### src/rtl/period_meter_pkg.sv
// period_meter_pkg
//   Shared definitions for the period meter: FSM state encoding and the
//   default counter width / timeout constants used by the top level.
package period_meter_pkg;

  // IDLE  : no reference rising edge yet, counter parked at zero
  // ARMED : counting clk cycles since the last reference rising edge
  typedef enum logic {
    IDLE  = 1'b0,
    ARMED = 1'b1
  } state_t;

  localparam int          DEF_CNT_W   = 32;
  localparam int unsigned DEF_TIMEOUT = 32'd200_000_000;

endpackage

### src/rtl/period_meter_sig_sync_filter.sv
// sig_sync_filter
//   Brings the asynchronous input into the clk domain through a 2-flop
//   synchronizer and optionally removes short pulses.
//   Optional feature macro: PERIOD_METER_GLITCH_FILTER_EN
//     defined   - the clean level changes only after 3 consecutive equal
//                 synchronized samples (pulses under 3 cycles vanish)
//     undefined - the clean level is the synchronizer output
// Ports:
//   clk    in  system clock
//   rst_n  in  asynchronous active-low reset
//   sig_in in  raw asynchronous input
//   level  out clean, clk-synchronous level
module sig_sync_filter (
  input  logic clk,
  input  logic rst_n,
  input  logic sig_in,
  output logic level
);

  logic s1;
  logic s2;

  always_ff @(posedge clk or negedge rst_n) begin
    if (!rst_n) begin
      s1 <= 1'b0;
      s2 <= 1'b0;
    end else begin
      s1 <= sig_in;
      s2 <= s1;
    end
  end

`ifdef PERIOD_METER_GLITCH_FILTER_EN
  // s2 plus its two previous samples form the 3-sample window.
  logic [1:0] hist;
  logic       filt;

  always_ff @(posedge clk or negedge rst_n) begin
    if (!rst_n) begin
      hist <= 2'b00;
      filt <= 1'b0;
    end else begin
      hist <= {hist[0], s2};
      if ((s2 == hist[0]) && (s2 == hist[1])) begin
        filt <= s2;
      end
    end
  end

  assign level = filt;
`else
  assign level = s2;
`endif

endmodule

### src/rtl/period_meter.sv
// period_meter
//   Measures the period and high time of a slow square wave in clk cycles.
//   Optional feature macro: PERIOD_METER_GLITCH_FILTER_EN (input glitch
//   filter inside sig_sync_filter; adds 3 cycles of latency).
// Ports:
//   clk        in  system clock
//   rst_n      in  asynchronous active-low reset
//   sig_in     in  asynchronous square wave under measurement
//   meas_ack   in  consumer acknowledge, clears meas_valid and overrun
//   period     out cycles between the last two rising edges
//   high_time  out cycles high within that period
//   meas_valid out unacknowledged measurement present
//   overrun    out sticky, measurement overwritten before acknowledge
//   timeout    out sticky, no rising edge for TIMEOUT cycles
//   state_dbg  out FSM state (0 = IDLE, 1 = ARMED)
// Handshake: meas_valid rises with each completed measurement and falls on
//   the clock edge after meas_ack is seen without a new completion; a
//   completion in the same cycle as meas_ack keeps meas_valid high and
//   clears overrun.
module period_meter
  import period_meter_pkg::*;
#(
  parameter int          CNT_W   = DEF_CNT_W,
  parameter int unsigned TIMEOUT = DEF_TIMEOUT
) (
  input  logic             clk,
  input  logic             rst_n,
  input  logic             sig_in,
  input  logic             meas_ack,
  output logic [CNT_W-1:0] period,
  output logic [CNT_W-1:0] high_time,
  output logic             meas_valid,
  output logic             overrun,
  output logic             timeout,
  output logic             state_dbg
);

  localparam logic [CNT_W-1:0] TO_VAL = CNT_W'(TIMEOUT);
  localparam logic [CNT_W-1:0] ONE    = CNT_W'(1);

  state_t           state;
  logic [CNT_W-1:0] count;
  logic [CNT_W-1:0] high_cap;
  logic             fell_seen;
  logic             level;
  logic             level_d;
  logic             rise;
  logic             fall;
  logic             complete;

  sig_sync_filter u_sync (
    .clk    (clk),
    .rst_n  (rst_n),
    .sig_in (sig_in),
    .level  (level)
  );

  assign rise      = level & ~level_d;
  assign fall      = ~level & level_d;
  assign complete  = (state == ARMED) && rise;
  assign state_dbg = (state == ARMED);

  always_ff @(posedge clk or negedge rst_n) begin
    if (!rst_n) begin
      state      <= IDLE;
      count      <= '0;
      high_cap   <= '0;
      fell_seen  <= 1'b0;
      level_d    <= 1'b0;
      period     <= '0;
      high_time  <= '0;
      meas_valid <= 1'b0;
      overrun    <= 1'b0;
      timeout    <= 1'b0;
    end else begin
      level_d <= level;

      case (state)
        IDLE: begin
          count <= '0;
          if (rise) begin
            state     <= ARMED;
            count     <= ONE;
            timeout   <= 1'b0;
            fell_seen <= 1'b0;
          end
        end

        ARMED: begin
          if (fall) begin
            high_cap  <= count;
            fell_seen <= 1'b1;
          end
          if (rise) begin
            period    <= count;
            // Without a falling edge in this period the signal stayed high
            // throughout, so the high time is the whole period.
            high_time <= fell_seen ? high_cap : count;
            count     <= ONE;
            fell_seen <= 1'b0;
          end else if (count == TO_VAL) begin
            // Leaving for IDLE here is what keeps the counter from wrapping.
            timeout <= 1'b1;
            state   <= IDLE;
            count   <= '0;
          end else begin
            count <= count + ONE;
          end
        end

        default: begin
          state <= IDLE;
          count <= '0;
        end
      endcase

      if (complete) begin
        meas_valid <= 1'b1;
        overrun    <= meas_ack ? 1'b0 : (overrun | meas_valid);
      end else if (meas_ack && meas_valid) begin
        meas_valid <= 1'b0;
        overrun    <= 1'b0;
      end
    end
  end

endmodule

### config.mk
export PLATFORM = sky130hd
export DESIGN_NAME = period_meter
export DESIGN_NICKNAME = d
export VERILOG_FILES = /design/src/rtl/period_meter_pkg.sv /design/src/rtl/period_meter_sig_sync_filter.sv /design/src/rtl/period_meter.sv
export SDC_FILE = /design/constraint.sdc
export NUM_CORES = 1
export LEC_CHECK = 0
export BUFFER_PORTS_ARGS = -buffer_cell sky130_fd_sc_hd__buf_2
export CORE_UTILIZATION = 55
export DETAILED_ROUTE_END_ITERATION = 7
export GPL_ROUTABILITY_DRIVEN = 0
export MAX_ROUTING_LAYER = met4
export PLACE_DENSITY = 0.8
export SKIP_LAST_GASP = 1
export SYNTH_ARGS = -nofsm -noshare
export SYNTH_HDL_FRONTEND = slang
export SYNTH_SLANG_ARGS = --single-unit
### constraint.sdc
create_clock -name clk -period 2.4 [get_ports clk]
set_input_delay 0.24 -clock clk [delete_from_list [all_inputs] [get_ports clk]]
set_output_delay 0.24 -clock clk [all_outputs]
set_load 0.05 [all_outputs]
==> flow_metrics.tcl <==
set metrics [dict create \
    status "finished clean" \
    hold_viol 0 \
    first_pass_iters 5 \
    synth_seq_cells 136 \
    ctsHtreeMaxLevel 4 \
    rows 37 \
    antenna_cells 0 \
    routedWlPerCell_um 15.7 \
    fin_ws_ns 0.196 \
    tightest_slew_ns 0.911 \
    setup_viol 0 \
    hold_ws_ns 0.205 \
    cts_tree "built" \
    worst-setup-path-type "reg -> reg" \
    numCtsBuffers 17 \
    die_h_um 105 \
    fin_crit_sh_pct 91.8 \
    critPathSlowestCell "or4_4" \
    path_max_fanout 14 \
    area_delta_synth_final_pct 21.1 \
    async_flop_share_pct 100 \
    vias 4101 \
    drc 0 \
    grt_pass1_vias 4097 \
    powerDensity_nw_per_um2 830 \
    start_util_pct 56.5 \
    synth_top_area_cell "dfrtp_1" \
    reg2reg_from "count[0]" \
    arrival_ns 2.64 \
    slew-limit-headroom_pct 39.2 \
    final_area_um2 7030 \
    grt_max_degree 67 \
    synth_cell_types 34 \
    hp-class "in -> async" \
    synthesis.nets 513 \
    gr-total-overflow 0 \
    dp_hpwl_um 7540 \
    critPathRequiredTime_ns 2.83 \
    numClockSinks 136 \
    p_leak_nw 3.47 \
    drt_iter0_markers 270 \
    clk_latency_ns 0.52 \
    place_ws_ns 0.0916 \
    dieArea_um2 11000 \
    finalSetupTns_ns 0 \
    synthFlopType "dfrtp_1" \
    synth_warnings 0 \
    nets 588 \
    syn_area_um2 5810 \
    core_area_um2 10300 \
    grt_use_total_pct 23.6 \
    root_buffer "clkbuf_8" \
    path_cells "ha_1 > nand2_1 > or4_4 > or4_1 > a21oi_1" \
    drive_above_1_share_pct 30.4 \
    max_cap_violations 0 \
    avgSynthCellArea_um2 11.5 \
    ant_nets 0 \
    cp-end-kind "flop" \
    synth_cells 507 \
    clk_pin_slew_worst_paths_ns 0.06 \
    rsz0062_at_grt "no" \
    die_w_um 105 \
    max_stage_delay_ns 0.65 \
    yosysTopAreaCellShare_pct 58.6 \
    seq_area_frac_synth_pct 58.6 \
    placed_area_um2 6380 \
    max_freq_mhz 454 \
    ios 72 \
    wl_um 11500 \
    drv_slew 0 \
    start_kind "flop" \
    viasPerCell 5.61 \
    fin_skew_ns 0.0102 \
    synth_area_leaders "dfrtp_1, mux2_2, mux2i_1" \
    synth-edff-count 0 \
    vdd.ir_drop.worst_v 0.000628 \
    min_period_ns 2.20 \
    clockBufferDepth 2 \
    fin_util_pct 68.4 \
    grt_pass1_wl_um 19800 \
    port_buffers 71 \
    antenna_found_initial 0 \
    startpoint "count[0]" \
]
==> where the power goes <==
part / switching, mW / internal, mW / leakage, nW
Sequential: 0.115 / 2.41 / 1.86
Combinational: 0.451 / 0.208 / 1.31
Clock: 0.953 / 1.70 / 0.294
Total: 1.52 / 4.32 / 3.47
==> timing repair <==
item / in CTS / in global routing
hold endpoints to repair: 40 / 0
setup endpoints to repair: 0 / 5
buffers inserted: 0 / 0
hold buffers: 3 / 0
gates resized for setup: 0 / 2
==> worst paths after layout <==
check,end,depth (start not counted),slack (ns)
setup / recovery,count[28],5,0.20
hold / removal,period[24],2,0.21
setup reg to reg,count[28],5,0.20
min in group clk,u_sync.level,0,0.35
max in group asynchronous,high_cap[31],3,1.46
hold reg to reg,u_sync.level,0,0.35
==> logic make-up (layout without fill, tap and decap cells) <==
logic type               count (synthesis)  in the layout  share of synthesized area [%]
XOR/XNOR                                12             12                           1.81
AO/OA/AOI/OAI                           88             88                           8.19
multiplexers                            84             84                           15.6
flip-flops                             136            136                           58.6
adder cells (fa/ha/maj)                  2              2                          0.431
AND/OR/NAND/NOR                        140            140                           12.3
buffers and inverters                   45            133                           3.04
==> per-stage QoR <==
stage	power, mW	cells
6_report	5.84	731
2_1_floorplan	3.01	507
3_5_place_dp	3.22	696
4_1_cts	5.87	731
5_1_grt	6.04	731
3_3_place_gp	3.20	696
==> synthesized netlist by cell type (2+ instances only) <==
cell type and number:
buf_1 6, a21oi_1 19, mux2i_1 32, nor4_1 4, and3_1 2, o21ai_0 55
dfrtp_1 136, nand2_1 63, nand2b_1 2, and4_1 3, or3_1 6, ha_1 2
nand3_1 8, nor3_1 3, nor4b_1 2, mux2_2 52, nor2_1 18, xor2_1 3
nand4_1 7, xnor2_1 9, inv_1 8, clkbuf_1 25, o31ai_1 12, buf_2 6
or4_1 15
==> worst max-delay path: cells and delay by family, from the launching register on <==
family,cells,cell delay [ns]
and+or+nand+nor,3,1.31
adders and majority gates,1,0.23
DFF,1,0.40
AOI/OAI and AO/OA,1,0.17
==> state kept, by name, indices dropped and copies added, names as in the netlist <==
| register | count |
|---|---|
| state_dbg | 1 |
| count | 32 |
| fell_seen | 1 |
| timeout | 1 |
| u_sync.s1 | 1 |
| high_cap | 32 |
| overrun | 1 |
| period | 32 |
| meas_valid | 1 |
| high_time | 32 |
| u_sync.level | 1 |
| level_d | 1 |
==> layout by cell type, fill, tap and decap left out, drive strengths merged, types with 9 or more instances in the layout <==
cell and instances:
o31ai 12, xnor2 9, dfrtp 136, nor2 18, inv 10, buf 90
or4 15, mux2 52, mux2i 32, a21oi 19, o21ai 55, clkbuf 22
nand2 63
==> metal layers <==
metal | wire, um | vias to the layer above | global-route usage, % | part of all wire (%)
li1 | - | 1948 | - | -
met1 | 5210 | 2035 | 30.4 | 45
met2 | 5580 | 101 | 36.5 | 49
met3 | 491 | 17 | 5.12 | 4.3
met4 | 172 | 0 | 9.76 | 1.5
met5 | 0 | - | - | 0
==> final cells by class <==
| cell class | instances | area [um2] |
|---|---|---|
| well taps | 136 | 170 |
| clock buffers | 22 | 473 |
| multi-input cells | 326 | 2260 |
| repair buffers | 93 | 559 |
| fillers | 753 | 3240 |
| inverters | 8 | 30.0 |
| flip-flops and latches | 136 | 3400 |
| clock inverters | 10 | 140 |
Note: power is estimated with default switching activity, not from simulation.
